## src/rtl/ttt_pkg.sv

```systemverilog
// ttt_pkg
//   Shared encodings for the tic-tac-toe game sequencer: cell and result
//   codes, the controller state enum, the winning-line table and the
//   cell-to-bit-position helper.
package ttt_pkg;

  // Contents of one board cell.
  typedef enum logic [1:0] {
    CELL_EMPTY = 2'b00,
    CELL_X     = 2'b01,
    CELL_O     = 2'b10
  } cell_t;

  // Game outcome as published on the result port.
  typedef enum logic [1:0] {
    RES_PLAY = 2'b00,
    RES_XWIN = 2'b01,
    RES_OWIN = 2'b10,
    RES_DRAW = 2'b11
  } result_t;

  // Controller states.
  typedef enum logic [2:0] {
    S_IDLE     = 3'd0,
    S_WAIT_KEY = 3'd1,
    S_PLACE    = 3'd2,
    S_CHECK    = 3'd3,
    S_DONE     = 3'd4
  } state_t;

  localparam int unsigned NUM_LINES = 8;

  // Winning lines as cell-index triples. Entry i holds {c0, c1, c2} with
  // c0 in nibble [2]; the concatenation lists line 7 first so that
  // LINE_TBL[i] is line i.
  localparam logic [7:0][2:0][3:0] LINE_TBL = {
    12'h357,  // 7: 3-5-7
    12'h159,  // 6: 1-5-9
    12'h369,  // 5: 3-6-9
    12'h258,  // 4: 2-5-8
    12'h147,  // 3: 1-4-7
    12'h789,  // 2: 7-8-9
    12'h456,  // 1: 4-5-6
    12'h123   // 0: 1-2-3
  };

  // LSB position of cell k (1..9) in the 18-bit board: cell k occupies
  // bits [19-2k:18-2k]. Callers must only pass k in 1..9.
  function automatic logic [4:0] cell_bits(input logic [3:0] k);
    return 5'd18 - {k, 1'b0};
  endfunction

endpackage

```

## src/rtl/ttt_game_ctrl_if.sv

```systemverilog
// ttt_game_ctrl_if
//   Key handshake between the keypad scanner and the game sequencer.
//   key_valid : one-cycle strobe, key_code valid this cycle
//   key_code  : key value, 1..9 are cells
//   key_ready : sequencer will accept a key this cycle
//   master = keypad scanner side, slave = game sequencer side.
interface ttt_game_ctrl_if;
  logic       key_valid;
  logic [3:0] key_code;
  logic       key_ready;

  modport master (output key_valid, output key_code, input key_ready);
  modport slave  (input key_valid, input key_code, output key_ready);
endinterface

```

## src/rtl/ttt_game_ctrl_line_check.sv

```systemverilog
// ttt_line_check
//   Combinational test of one winning line against the mover's code.
//   i_board    : 18-bit board, cell k at [19-2k:18-2k]
//   i_line_idx : line index 0..7 into LINE_TBL
//   i_mover    : code of the player who just moved
//   o_match    : all three cells of the line hold i_mover
module ttt_line_check
  import ttt_pkg::*;
(
  input  logic [17:0] i_board,
  input  logic [2:0]  i_line_idx,
  input  cell_t       i_mover,
  output logic        o_match
);

  logic [3:0] w_c0, w_c1, w_c2;
  logic [1:0] w_v0, w_v1, w_v2;

  always_comb begin
    w_c0 = LINE_TBL[i_line_idx][2];
    w_c1 = LINE_TBL[i_line_idx][1];
    w_c2 = LINE_TBL[i_line_idx][0];
    w_v0 = i_board[cell_bits(w_c0) +: 2];
    w_v1 = i_board[cell_bits(w_c1) +: 2];
    w_v2 = i_board[cell_bits(w_c2) +: 2];
    o_match = (w_v0 == i_mover) && (w_v1 == i_mover) && (w_v2 == i_mover);
  end

endmodule

```

## src/rtl/ttt_game_ctrl.sv

```systemverilog
// ttt_game_ctrl
//   Tic-tac-toe game sequencer. Accepts keypad moves, validates and places
//   them, then scans the eight winning lines one per cycle and publishes
//   turn and result.
//   clk      : system clock
//   rst      : synchronous active-low reset
//   play_en  : 1 = game mode; 0 clears the game and holds IDLE
//   key_if   : key handshake (slave side)
//   board    : 18-bit board, cell k at [19-2k:18-2k]
//   turn_o   : 0 = X to move, 1 = O to move
//   result   : 00 playing, 01 X wins, 10 O wins, 11 draw
//   win_line : winning line index, valid on a win
//   move_cnt : stones placed, 0..9
//   reject   : one-cycle pulse for an invalid or occupied-cell key
module ttt_game_ctrl
  import ttt_pkg::*;
(
  input  logic                    clk,
  input  logic                    rst,
  input  logic                    play_en,
  ttt_game_ctrl_if.slave          key_if,
  output logic [17:0]             board,
  output logic                    turn_o,
  output logic [1:0]              result,
  output logic [2:0]              win_line,
  output logic [3:0]              move_cnt,
  output logic                    reject
);

  state_t      r_state,    w_state_nxt;
  logic [17:0] r_board,    w_board_nxt;
  logic        r_turn,     w_turn_nxt;
  result_t     r_result,   w_result_nxt;
  logic [2:0]  r_win_line, w_win_line_nxt;
  logic [3:0]  r_move_cnt, w_move_cnt_nxt;
  logic        r_reject,   w_reject_nxt;
  logic [2:0]  r_line_idx, w_line_idx_nxt;
  logic [3:0]  r_cell,     w_cell_nxt;

  cell_t       w_mover;
  logic        w_match;
  logic        w_code_in_range;
  logic [3:0]  w_code_safe;
  logic        w_cell_empty;

  assign w_mover = r_turn ? CELL_O : CELL_X;

  ttt_line_check u_line_check (
    .i_board    (r_board),
    .i_line_idx (r_line_idx),
    .i_mover    (w_mover),
    .o_match    (w_match)
  );

  // Out-of-range codes are redirected to cell 1 only to keep the board
  // lookup in bounds; they are rejected regardless of that cell's contents.
  assign w_code_in_range = (key_if.key_code >= 4'd1) && (key_if.key_code <= 4'd9);
  assign w_code_safe     = w_code_in_range ? key_if.key_code : 4'd1;
  assign w_cell_empty    = (r_board[cell_bits(w_code_safe) +: 2] == CELL_EMPTY);

  always_ff @(posedge clk) begin
    if (!rst) begin
      r_state    <= S_IDLE;
      r_board    <= '0;
      r_turn     <= 1'b0;
      r_result   <= RES_PLAY;
      r_win_line <= '0;
      r_move_cnt <= '0;
      r_reject   <= 1'b0;
      r_line_idx <= '0;
      r_cell     <= '0;
    end else begin
      r_state    <= w_state_nxt;
      r_board    <= w_board_nxt;
      r_turn     <= w_turn_nxt;
      r_result   <= w_result_nxt;
      r_win_line <= w_win_line_nxt;
      r_move_cnt <= w_move_cnt_nxt;
      r_reject   <= w_reject_nxt;
      r_line_idx <= w_line_idx_nxt;
      r_cell     <= w_cell_nxt;
    end
  end

  always_comb begin
    w_state_nxt    = r_state;
    w_board_nxt    = r_board;
    w_turn_nxt     = r_turn;
    w_result_nxt   = r_result;
    w_win_line_nxt = r_win_line;
    w_move_cnt_nxt = r_move_cnt;
    w_reject_nxt   = 1'b0;
    w_line_idx_nxt = r_line_idx;
    w_cell_nxt     = r_cell;

    if (!play_en) begin
      // Leaving game mode clears the game from any state, including CHECK.
      w_state_nxt    = S_IDLE;
      w_board_nxt    = '0;
      w_turn_nxt     = 1'b0;
      w_result_nxt   = RES_PLAY;
      w_win_line_nxt = '0;
      w_move_cnt_nxt = '0;
      w_line_idx_nxt = '0;
      w_cell_nxt     = '0;
    end else begin
      case (r_state)
        S_IDLE: begin
          w_state_nxt = S_WAIT_KEY;
        end

        S_WAIT_KEY: begin
          if (key_if.key_valid) begin
            if (w_code_in_range && w_cell_empty) begin
              w_cell_nxt  = key_if.key_code;
              w_state_nxt = S_PLACE;
            end else begin
              w_reject_nxt = 1'b1;
            end
          end
        end

        S_PLACE: begin
          w_board_nxt[cell_bits(r_cell) +: 2] = w_mover;
          w_move_cnt_nxt = r_move_cnt + 4'd1;
          w_line_idx_nxt = '0;
          w_state_nxt    = S_CHECK;
        end

        S_CHECK: begin
          if (w_match) begin
            w_result_nxt   = r_turn ? RES_OWIN : RES_XWIN;
            w_win_line_nxt = r_line_idx;
            w_state_nxt    = S_DONE;
          end else if (r_line_idx == 3'd7) begin
            if (r_move_cnt == 4'd9) begin
              w_result_nxt = RES_DRAW;
              w_state_nxt  = S_DONE;
            end else begin
              w_turn_nxt  = ~r_turn;
              w_state_nxt = S_WAIT_KEY;
            end
          end else begin
            w_line_idx_nxt = r_line_idx + 3'd1;
          end
        end

        S_DONE: begin
          w_state_nxt = S_DONE;
        end

        default: begin
          w_state_nxt = S_IDLE;
        end
      endcase
    end
  end

  // key_ready is decoded from the state register only, so it carries no
  // combinational path from the inputs.
  assign key_if.key_ready = (r_state == S_WAIT_KEY);
  assign board            = r_board;
  assign turn_o           = r_turn;
  assign result           = r_result;
  assign win_line         = r_win_line;
  assign move_cnt         = r_move_cnt;
  assign reject           = r_reject;

endmodule
```

## src/flat_wrapper.sv

```systemverilog
// flat-port wrapper written by rule: the top's interface ports become plain ports
module ttt_game_ctrl_flat import ttt_pkg::*;
  (clk, rst, play_en, board, turn_o, result, win_line, move_cnt, reject, key_if_key_valid, key_if_key_code, key_if_key_ready);
  ttt_game_ctrl_if key_if_i ();
  input  logic clk;
  input  logic rst;
  input  logic play_en;
  output logic [17:0] board;
  output logic turn_o;
  output logic [1:0] result;
  output logic [2:0] win_line;
  output logic [3:0] move_cnt;
  output logic reject;
  input wire logic [$bits(key_if_i.key_valid)-1:0] key_if_key_valid;
  input wire logic [$bits(key_if_i.key_code)-1:0] key_if_key_code;
  output wire logic [$bits(key_if_i.key_ready)-1:0] key_if_key_ready;
  assign key_if_i.key_valid = key_if_key_valid;
  assign key_if_i.key_code = key_if_key_code;
  assign key_if_key_ready = key_if_i.key_ready;
  ttt_game_ctrl u_core (.clk(clk), .rst(rst), .play_en(play_en), .key_if(key_if_i), .board(board), .turn_o(turn_o), .result(result), .win_line(win_line), .move_cnt(move_cnt), .reject(reject));
endmodule
```

## config.mk

```make
export PLATFORM = sky130hd
export DESIGN_NAME = ttt_game_ctrl_flat
export DESIGN_NICKNAME = d
export VERILOG_FILES = /design/src/rtl/ttt_pkg.sv /design/src/rtl/ttt_game_ctrl_if.sv /design/src/rtl/ttt_game_ctrl_line_check.sv /design/src/rtl/ttt_game_ctrl.sv /design/src/flat_wrapper.sv
export SDC_FILE = /design/constraint.sdc
export NUM_CORES = 1
export LEC_CHECK = 0
export CORE_ASPECT_RATIO = 1.75
export CORE_MARGIN = 5
export CORE_UTILIZATION = 50
export CTS_CLUSTER_DIAMETER = 150
export DETAILED_ROUTE_END_ITERATION = 16
export PLACE_DENSITY = 0.73
export SLEW_MARGIN = 20
export SYNTH_ARGS = -nofsm -noshare
export SYNTH_HDL_FRONTEND = slang
export SYNTH_HIERARCHICAL = 1
export SYNTH_SLANG_ARGS = --single-unit
```

## constraint.sdc

```tcl
create_clock -name clk -period 9.95 [get_ports clk]
set_input_delay 2.985 -clock clk [delete_from_list [all_inputs] [get_ports clk]]
set_output_delay 2.985 -clock clk [all_outputs]
set_load 0.02 [all_outputs]
```

# Word level (Yosys, flattened, before mapping)
# Memory sizes are Yosys's and may differ from the RTL's. A register that Yosys moved wholly into a read port is not among the register bits.
# Cells that the tools add are included.
# totals
mem_bits_ro,96
out_inout_bits,30
inputBits,8
mem_count,1
word_cells,80
latch_bits,0
ramBits,0
reg_bits,39
# classes
magnitude_cmp,3
bitwise,3
n_mux,19
n_div,0
shifts,6
multipliers,0
addsub,8
n_reduce_logical,17
eq_ne,14
# memory_table
name,words,word_bits,read_ports,rd_clocked_by_memory_dff,wr,line,source
(no name shown),8,12,1,1,0,ttt_game_ctrl_line_check.sv:22,w_c2 = LINE_TBL[i_line_idx][0];
# ops
operator,count
$shiftx A18 B6 Y2,4
$mux W3,9
$sub A5 B5 Y5 const A,5
$bwmux W18,1
$shift A2 B7 Y18 const A,1
$shiftx A2 B7 Y18,1
$pmux W3 S5,1
$mux W12,1
$reduce_and A3 Y1,4
$mux W2,4
$reduce_and A4 Y1,2
$neg A5 Y7,1
$eq A2 B2 Y1,3
$eq A3 B2 Y1 const B,2
$eq A3 B3 Y1 const B,2
$ne A2 B2 Y1 const B,3
$pmux W3 S2,1
$reduce_bool A2 Y1,3
$add A4 B1 Y4 const B,1
$eq A4 B4 Y1 const B,1
$ge A4 B1 Y1 const B,1
$le A4 B4 Y1 const B,1
$logic_and A1 B1 Y1,4
$lt A3 B4 Y1 const B,1
other kinds (10),13

# Logic depth before layout (Yosys ltp)
# Gate-level depths: netlist (run 1).
# logic_depth
word_depth,11
depth_mapped,18

# Hierarchy
# Netlist (run 1), hierarchy kept.
# modules_own_cells
module,seq_area_each_um2,area_per_inst_um2,cells_each,instances
ttt_game_ctrl,780.7,2064.5,245,1
ttt_line_check,0.0,944.7,109,1

# Worst setup path before layout (run 1)
# Ideal clock, no wire load.
# synth_path
path_kind,input to register
startpoint,input port key_if_key_code[3]
endpoint,register u_core.r_cell[0]
t_required_ps,9878
stages,9
arrival_ps,4610
setup_slack_ps,5268
n_path_buf,1
setup_time_ps,72
path_cell_list,buf_6 > nand2b_1 > ha_1 > nor2b_1 > o21ai_0 > o211ai_1 > a221o_1 > nor2_4 > mux2i_1
# synth_via
elab_chain_cells,8
# synth_lines
item,line,source
from (decl),flat_wrapper.sv:15,input wire logic [$bits(key_if_i.key_code)-1:0] key_if_key_code;
$ge A4 B1 Y1 / $le A4 B4 Y1 (equally long branches),ttt_game_ctrl.sv:57,assign w_code_in_range = (key_if.key_code >= 4'd1) && (key_if.key_code <= 4'd9);
$logic_and A1 B1 Y1,ttt_game_ctrl.sv:57,
$mux W4,ttt_game_ctrl.sv:58,assign w_code_safe = w_code_in_range ? key_if.key_code : 4'd1;
$sub A5 B5 Y5,ttt_pkg.sv:50,"return 5'd18 - {k, 1'b0};"
$shiftx A18 B6 Y2,ttt_game_ctrl.sv:59,assign w_cell_empty = (r_board[cell_bits(w_code_safe) +: 2] == CELL_EMPTY);
$logic_not A2 Y1,ttt_game_ctrl.sv:59,
$logic_and A1 B1 Y1 (*),ttt_game_ctrl.sv:114,if (w_code_in_range && w_cell_empty) begin
$reduce_and A3 Y1 (no line) (*),n/a,
to (signal assigned),ttt_game_ctrl.sv:81,r_cell <= w_cell_nxt;
to (decl),ttt_game_ctrl.sv:38,"logic [3:0] r_cell, w_cell_nxt;"
# Mark *: on every way between the ends. The rest lies on a longest branch, timed or not.
# A chain may end at the register's enable or synchronous reset.

# Worst setup path after layout (run 1)
# Ends and elaborated chain as after synthesis.

==> flow_metrics.env, run 1 <==
export IMPL_status="finished, final reports clean"
export IMPL_maxCapViolCount=0
export IMPL_irDropWorstVdd_v=0.0000803
export IMPL_ys_flop_type="dfxtp_1"
export IMPL_max_slew_margin_rel_pct=39.4
export IMPL_start_kind="input pin"
export IMPL_cts_setup_buffers=0
export IMPL_cts_hold_buf=0
export IMPL_hp_start="u_core/win_line[0]"
export IMPL_cts_htree_levels=2
export IMPL_grt_pass1_vias=2669
export IMPL_setup_viol=0
export IMPL_critPathCaptureType="flop"
export IMPL_drc_errors=0
export IMPL_r2r_start="u_core/r_line_idx[1]"
export IMPL_startpoint="key_if_key_code[3]"
export IMPL_path_cells="clkdlybuf4s50_1, nand2b_1, ha_1, nor2b_1, o21ai_0, o21ai_0, a221o_1, nor2_4, mux2i_1"
export IMPL_min_path_type="reg -> reg"
export IMPL_fillCellCount=562
export IMPL_finalHoldViolations=0
export IMPL_clock_skew_final_ns=0.00561
export IMPL_synth_edf_count=0
export IMPL_required_ns=10.16
export IMPL_dieHeight_microns=113
export IMPL_dp_hpwl_microns=5980
export IMPL_powerDensity_nw_per_um2=81.6
export IMPL_finalWirelength_microns=8000
export IMPL_overflow=0
export IMPL_crit_top_cell="o21ai_0"
export IMPL_ys_seq_area_share_pct=25.9
export IMPL_yosys_warnings=6
export IMPL_synthArstFlopShare_pct=0
export IMPL_drt_initial_drc_count=182
export IMPL_antenna_left=0
export IMPL_final_cell_mix="42 x nand2_1, 39 x dfxtp_1, 38 x nor2_1"
export IMPL_cp_max_fo=10
export IMPL_leakagePower_nw=1.28
export IMPL_cts_sinks=39
export IMPL_start_util_pct=51.2
export IMPL_fin_util_pct=59.0
export IMPL_path_class="in -> reg"
export IMPL_finalSetupTns_ns=0
export IMPL_period_share_pct=52.4
export IMPL_syn_inst=354
export IMPL_dr_pass1_iters=4
export IMPL_synth_nets=382
export IMPL_dieArea_sq_um=7730
export IMPL_maxSlewViolCount=0
export IMPL_cpPeakStageDelay_ns=0.57
export IMPL_clk_pin_slew_ns=0.07
export IMPL_antenna_cells_inserted=0
export IMPL_wl_per_cell_microns=17.4
export IMPL_worstSkewPairLatency_ns=0.28
export IMPL_final_layout_size_suffix_gt1_share_pct=6.79
export IMPL_coreArea_sq_um=5880
export IMPL_slowest_stage="clkdlybuf4s50_1"
export IMPL_fin_crit_ns=5.22
export IMPL_die_width_microns=68.6
export IMPL_ys_types=70
export IMPL_dr_total_vias=2798
export IMPL_grtUsageTotal_pct=21.3
export IMPL_via_per_inst=6.07
export IMPL_root_buffer="clkbuf_8"
export IMPL_critPathArrivalTime_ns=5.42
export IMPL_post_cts_resized=0
export IMPL_globalplace_congestion=0.859
export IMPL_max_freq_mhz=192
export IMPL_final_common_cell="nand2_1"
export IMPL_ios=38
export IMPL_finalPower_mw=0.283
export IMPL_cts_tree="done"
export IMPL_antenna_found_initial=0
export IMPL_cts_max_path_buffers=2
export IMPL_grt_max_degree=27
export IMPL_grt_first_pass_wirelength_microns=12700
export IMPL_final_nets=410
export IMPL_core_rowCount=37
export IMPL_rsz0062_at_grt="no"
export IMPL_io_buffers=37
export IMPL_tightest_slew_ns=0.909
export IMPL_yosys_register_bits=39
export IMPL_syn_to_final_growth_pct=15.2
export IMPL_cts_made_buffers=5
export IMPL_netlist_area_sq_um=3010
export IMPL_synth_avg_cell_area_sq_um=8.50
[area by class of cell]
cell class | instances | area, sq um | share of cell area, %
clock buffer | 7 | 76.3 | 2.20
clock inverter | 1 | 5.00 | 0.144
inverter | 16 | 60.1 | 1.73
multi-input combinational | 283 | 2080 | 59.9
sequential | 39 | 781 | 22.5
tap | 78 | 97.6 | 2.81
timing repair buffer | 37 | 370 | 10.7
[power breakdown]
part           total [mW]  internal [mW]  switching [mW]
Combinational      0.0250         0.0103          0.0147
Clock               0.100         0.0491          0.0509
Sequential          0.158          0.157         0.00108
[cell usage after synthesis (4+ instances only)]
master    instances  share of area (%)
a21oi_1          14                2.3
clkbuf_1          9                1.1
o31a_1            4                1.2
xor2_1            7                2.0
nand2_1          42                5.2
dfxtp_1          39                 26
mux4_1            4                3.5
buf_6             4                1.5
o21ai_0          14                2.3
a31oi_1           4               0.83
mux2i_1          27                9.0
xnor2_1           8                2.3
a211oi_1          4                1.0
nand2b_1          6                1.2
ha_1             20                8.3
nand3_1          13                2.2
inv_1            14                1.7
nor3_1           10                1.7
nand4_1           4               0.83
nor2_1           38                4.7
[cell families (layout without fill, tap and decap cells)]
logic type | after synthesis | in the layout | synth area share, %
xor gates and xnor gates | 15 | 15 | 4.37
AOI/OAI and AO/OA | 70 | 70 | 16.7
muxes | 35 | 35 | 15.1
and+or+nand+nor | 143 | 143 | 24.4
buffers and inverters | 32 | 61 | 5.16
adders and majority gates | 20 | 20 | 8.32
DFF | 39 | 39 | 25.9
[registers in the layout, indices dropped and copies added, names as in the netlist]
name	flops
u_core/r_cell	4
u_core/reject	1
u_core/board	18
u_core/result	2
u_core/turn_o	1
u_core/win_line	3
u_core/r_state	3
u_core/r_line_idx	3
u_core/move_cnt	4
[critical path: cells and delay by family]
kind | cells | cell delay (ns)
buf+inv | 1 | 0.57
simple gates | 3 | 0.67
fa+ha+maj | 1 | 0.34
compound gates | 3 | 0.63
mux | 1 | 0.23
[stage by stage]
step | std cells | hold slack [ns] | cell area (sq um) | setup slack [ns]
2_1_floorplan | 354 | 0.435 | 3010 | 5.27
3_3_place_gp | 453 | 0.446 | 3380 | 4.60
3_5_place_dp | 453 | 0.452 | 3380 | 4.49
4_1_cts | 461 | 0.462 | 3460 | 4.74
5_1_grt | 461 | 0.491 | 3470 | 4.59
6_report | 461 | 0.460 | 3470 | 4.73
[final timing paths]
path,endpoint,depth (start not counted),slack [ns]
hold / removal,u_core/win_line[0],2,0.46
setup reg to reg,u_core/r_line_idx[2],14,5.41
setup / recovery,u_core/r_cell[0],9,4.73
hold reg to reg,u_core/win_line[0],2,0.46
[layer usage]
metal | global-route usage [%] | vias up | part of all wire, %
met1 | 24.1 | 1346 | 39
met4 | 11.7 | 0 | 4.1
met2 | 36.6 | 83 | 52
met3 | 3.00 | 25 | 4.0
li1 | - | 1344 | -
met5 | 0 | - | 0
(Power assumes the default switching activity.)
==> run 2, diff against run 1 <==
PLACE_DENSITY = 0.76   (was 0.73)
clock period = 4.5 ns   (was 9.95 ns; I/O delays follow)
==> flow_metrics.env, run 2 (synthesized netlist as in run 1, its figures left out) <==
export IMPL_finalPower_mw=0.703
export IMPL_cts_sinks=39
export IMPL_leakagePower_nw=1.33
export IMPL_post_cts_resized=0
export IMPL_status="finished, final reports clean"
export IMPL_path_class="reg -> reg"
export IMPL_syn_to_final_growth_pct=17.5
export IMPL_drt_initial_drc_count=125
export IMPL_required_ns=4.66
export IMPL_dp_hpwl_microns=6070
export IMPL_slowest_stage="dfxtp_1"
export IMPL_clock_skew_final_ns=0.00954
export IMPL_final_nets=415
export IMPL_finalWirelength_microns=8220
export IMPL_via_per_inst=6.05
export IMPL_path_cells="inv_1, ha_1, mux2i_1, buf_4, mux2i_1, a22oi_1, o22ai_1, nor2_1, or4_1, a22oi_2, nor3_1, nor2_1, nor2_1, a21oi_1, nor2_1"
export IMPL_cp_max_fo=13
export IMPL_final_cell_mix="42 x nand2_1, 39 x dfxtp_1, 38 x nor2_1"
export IMPL_cts_tree="done"
export IMPL_die_width_microns=68.6
export IMPL_cpLargestDelayFamily="simple AND/OR/NAND/NOR gates"
export IMPL_holdPathEnd="u_core/win_line[2]"
export IMPL_cpPeakStageDelay_ns=0.59
export IMPL_setup_viol=0
export IMPL_grtUsageTotal_pct=22.4
export IMPL_r2r_start="u_core/r_line_idx[1]"
export IMPL_cts_max_path_buffers=2
export IMPL_finalHoldViolations=0
export IMPL_grt_max_degree=27
export IMPL_final_layout_size_suffix_gt1_share_pct=8.25
export IMPL_antenna_left=0
export IMPL_finalSetupTns_ns=0
export IMPL_max_freq_mhz=241
export IMPL_cts_made_buffers=5
export IMPL_io_buffers=37
export IMPL_dr_total_vias=2821
export IMPL_regToRegSetupSlack_ns=0.35
export IMPL_fin_crit_ns=4.15
export IMPL_critPathArrivalTime_ns=4.31
export IMPL_rr_worst_depth=15
export IMPL_cp_num_buf_inv=2
export IMPL_critPathCaptureType="flop"
export IMPL_wl_per_cell_microns=17.6
export IMPL_cts_htree_levels=2
export IMPL_fin_cells=466
export IMPL_dieArea_sq_um=7730
export IMPL_dieHeight_microns=113
export IMPL_min_path_type="reg -> reg"
export IMPL_largest_register_ffs=18
export IMPL_worstSkewPairLatency_ns=0.29
export IMPL_maxCapViolCount=0
export IMPL_coreArea_sq_um=5880
export IMPL_final_common_cell="nand2_1"
export IMPL_reg2reg_to="u_core/r_line_idx[2]"
export IMPL_root_buffer="clkbuf_8"
export IMPL_cts_hold_buf=0
export IMPL_antenna_cells_inserted=0
export IMPL_antenna_found_initial=0
export IMPL_place_inst=458
export IMPL_whs_ns=0.457
export IMPL_clk_pin_slew_ns=0.08
export IMPL_ios=38
export IMPL_crit_top_cell="nor2_1"
export IMPL_hp_start="u_core/win_line[2]"
export IMPL_start_util_pct=51.2
export IMPL_irDropWorstVdd_v=0.000273
export IMPL_globalplace_congestion=0.967
export IMPL_max_slew_margin_rel_pct=41.5
export IMPL_dr_pass1_iters=5
export IMPL_whs_path_depth=2
export IMPL_drc_errors=0
export IMPL_core_rowCount=37
export IMPL_tightest_slew_ns=0.878
export IMPL_maxSlewViolCount=0
export IMPL_powerDensity_nw_per_um2=199
export IMPL_period_share_pct=92.3
export IMPL_rsz0062_at_grt="no"
export IMPL_start_kind="flop"
export IMPL_overflow=0
export IMPL_cts_setup_buffers=0
export IMPL_grt_first_pass_wirelength_microns=13300
export IMPL_grt_pass1_vias=2755
[run 2: power breakdown]
group          switching (mW)  internal (mW)
sequential            0.00252          0.346
combinational          0.0325         0.0229
clock                   0.119          0.179
[run 2: worst reg2reg max path, stage by stage, from the launching register on]
cell and delay (ns):
dfxtp_1 0.59, inv_1 0.19, ha_1 0.26, mux2i_1 0.43
buf_4 0.26, mux2i_1 0.36, a22oi_1 0.15, o22ai_1 0.20
nor2_1 0.09, or4_1 0.53, a22oi_2 0.34, nor3_1 0.18
nor2_1 0.20, nor2_1 0.07, a21oi_1 0.11, nor2_1 0.05
[run 2: worst max path at each step]
stage / start / end / slack (ns) / cells after the start
after floorplan: u_core/r_line_idx[0] / u_core/r_line_idx[2] / 0.89 / 18
after global placement: u_core/r_line_idx[1] / u_core/r_line_idx[2] / 0.61 / 15
after detailed placement: u_core/r_line_idx[1] / u_core/r_line_idx[2] / 0.52 / 15
after CTS: u_core/r_line_idx[1] / u_core/r_line_idx[2] / 0.49 / 15
after global routing: u_core/r_line_idx[1] / u_core/r_line_idx[2] / 0.12 / 15
final: u_core/r_line_idx[1] / u_core/r_line_idx[2] / 0.35 / 15
[run 2: final cells by class]
class	instances	area [sq um]
clock buffer	6	82.6
clock inverter	2	35.0
fill	534	2340
inverter	16	60.1
multi-input combinational	283	2070
sequential	39	781
tap	78	97.6
timing repair buffer	42	408
[run 2: layer usage]
| metal | wire length [microns] | global-route usage (%) | vias up |
|---|---|---|---|
| met2 | 4330 | 37.5 | 94 |
| li1 | - | - | 1359 |
| met3 | 351 | 3.20 | 28 |
| met1 | 3180 | 25.3 | 1340 |
| met5 | 0 | 0 | - |
| met4 | 361 | 14.3 | 0 |
[run 2: through the flow]
step	cell area [sq um]	worst slack (ns)	util [%]
floorplan	3010	0.891	-
global placement	3420	0.610	58.2
detailed placement	3420	0.519	58.2
CTS	3540	0.489	60.2
global route	3540	0.116	60.2
finish	3540	0.346	60.2
==> run 3, diff against run 2 <==
CORE_UTILIZATION = 30   (was 50)
PLACE_DENSITY = unset   (was 0.76)
==> flow_metrics.env, run 3 (synthesized netlist as in run 1, its figures left out) <==
export IMPL_max_slew_margin_rel_pct=36.8
export IMPL_min_path_type="reg -> reg"
export IMPL_drc_errors=0
export IMPL_finalHoldViolations=0
export IMPL_busiest_layer="met2"
export IMPL_status="finished, final reports clean"
export IMPL_fin_crit_ns=4.18
export IMPL_post_cts_resized=0
export IMPL_cp_max_fo=8
export IMPL_dieArea_sq_um=12200
export IMPL_cts_sinks=39
export IMPL_fillCellCount=1042
export IMPL_drt_initial_drc_count=169
export IMPL_maxSlewViolCount=0
export IMPL_final_cell_mix="42 x nand2_1, 39 x dfxtp_1, 38 x nor2_1"
export IMPL_tightest_slew_ns=0.948
export IMPL_cts_tree="done"
export IMPL_rsz0062_at_grt="no"
export IMPL_coreArea_sq_um=9850
export IMPL_path_cells="inv_1, ha_1, mux2i_1, buf_4, mux2i_1, a22oi_1, o22ai_1, nor2_1, or4_1, a22oi_2, nor3_1, nor2_1, nor2_1, a21oi_1, nor2_1"
export IMPL_dr_pass1_iters=4
export IMPL_final_layout_size_suffix_gt1_share_pct=8.25
export IMPL_grt_max_degree=27
export IMPL_maxCapViolCount=0
export IMPL_dr_total_vias=2780
export IMPL_dieHeight_microns=142
export IMPL_dp_hpwl_microns=6890
export IMPL_cpLargestDelayFamily="simple AND/OR/NAND/NOR gates"
export IMPL_cts_setup_buffers=0
export IMPL_start_kind="flop"
export IMPL_overflow=0
export IMPL_placed_area_sq_um=3480
export IMPL_clk_pin_slew_ns=0.06
export IMPL_antenna_left=0
export IMPL_die_width_microns=85.7
export IMPL_start_util_pct=30.6
export IMPL_required_ns=4.64
export IMPL_core_rowCount=48
export IMPL_use_met1_pct=14.8
export IMPL_crit_top_cell="nor2_1"
export IMPL_cts_made_buffers=5
export IMPL_cts_max_path_buffers=2
export IMPL_largest_register_ffs=18
export IMPL_via_per_inst=5.42
export IMPL_grt_first_pass_wirelength_microns=14200
export IMPL_setup_viol=0
export IMPL_grt_pass1_vias=2726
export IMPL_use_met2_pct=28.6
export IMPL_period_share_pct=93.0
export IMPL_leakagePower_nw=1.35
export IMPL_dp_slack_ns=0.354
export IMPL_syn_to_final_growth_pct=21.2
export IMPL_final_area_sq_um=3650
export IMPL_slowest_stage="or4_1"
export IMPL_clock_skew_final_ns=0.00356
export IMPL_wl_per_cell_microns=17.4
export IMPL_final_common_cell="nand2_1"
export IMPL_use_met3_pct=2.26
export IMPL_max_freq_mhz=239
export IMPL_globalplace_congestion=0.883
export IMPL_cpPeakStageDelay_ns=0.51
export IMPL_antenna_cells_inserted=0
export IMPL_finalSetupTns_ns=0
export IMPL_critPathCaptureType="flop"
export IMPL_finalWirelength_microns=8910
export IMPL_worst_slack_ns=0.316
export IMPL_grtUsageTotal_pct=15.1
export IMPL_ios=38
export IMPL_final_nets=415
export IMPL_cts_hold_buf=0
export IMPL_cts_htree_levels=2
export IMPL_antenna_found_initial=0
export IMPL_worstSkewPairLatency_ns=0.29
export IMPL_io_buffers=37
export IMPL_critPathArrivalTime_ns=4.33
export IMPL_root_buffer="clkbuf_16"
export IMPL_irDropWorstVdd_v=0.000332
export IMPL_cp_num_buf_inv=2
export IMPL_powerDensity_nw_per_um2=221
export IMPL_path_class="reg -> reg"
-- run 3: final cells by class --
| type | count | area (sq um) | area share [%] |
|---|---|---|---|
| repair buffers | 42 | 408 | 11.2 |
| flip-flops and latches | 39 | 781 | 21.4 |
| inverters | 16 | 60.1 | 1.65 |
| well taps | 125 | 156 | 4.29 |
| clock inverters | 3 | 43.8 | 1.20 |
| clock buffers | 5 | 125 | 3.43 |
| multi-input cells | 283 | 2070 | 56.8 |
-- run 3: layer usage --
| metal | part of all wire (%) | vias to the layer above |
|---|---|---|
| li1 | - | 1356 |
| met1 | 36 | 1332 |
| met2 | 55 | 63 |
| met3 | 2.5 | 29 |
| met4 | 6.0 | 0 |
| met5 | 0 | - |
-- run 3: metrics by stage --
step | hold WS [ns] | utilization [%] | std cells | total power [mW]
after floorplan | 0.435 | - | 354 | 0.396
after global placement | 0.446 | 35.3 | 505 | 0.412
after detailed placement | 0.451 | 35.3 | 505 | 0.413
after CTS | 0.461 | 37.0 | 513 | 0.816
after global routing | 0.482 | 37.0 | 513 | 0.840
final | 0.459 | 37.0 | 513 | 0.807
-- run 3: path summary, 6_finish.rpt --
kind	startpoint	to	slack, ns	depth (start not counted)
max	u_core/r_line_idx[0]	u_core/r_line_idx[2]	0.32	15
min reg2reg	u_core/win_line[1]	u_core/win_line[1]	0.46	2
max reg2reg	u_core/r_line_idx[0]	u_core/r_line_idx[2]	0.32	15
min	u_core/win_line[1]	u_core/win_line[1]	0.46	2
-- run 3: report_power, final --
part           switching [mW]  leakage (nW)  total [mW]  internal, mW
Sequential            0.00242         0.314       0.349         0.347
Combinational          0.0334         0.952      0.0563        0.0229
Clock                   0.141        0.0838       0.402         0.261
-- run 3: worst reg2reg max path, cell delays in order, from the launching register on --
cell	delay, ns
dfxtp_1	0.49
inv_1	0.17
ha_1	0.26
mux2i_1	0.42
buf_4	0.27
mux2i_1	0.46
a22oi_1	0.17
o22ai_1	0.19
nor2_1	0.08
or4_1	0.51
a22oi_2	0.36
nor3_1	0.21
nor2_1	0.21
nor2_1	0.07
a21oi_1	0.11
nor2_1	0.05
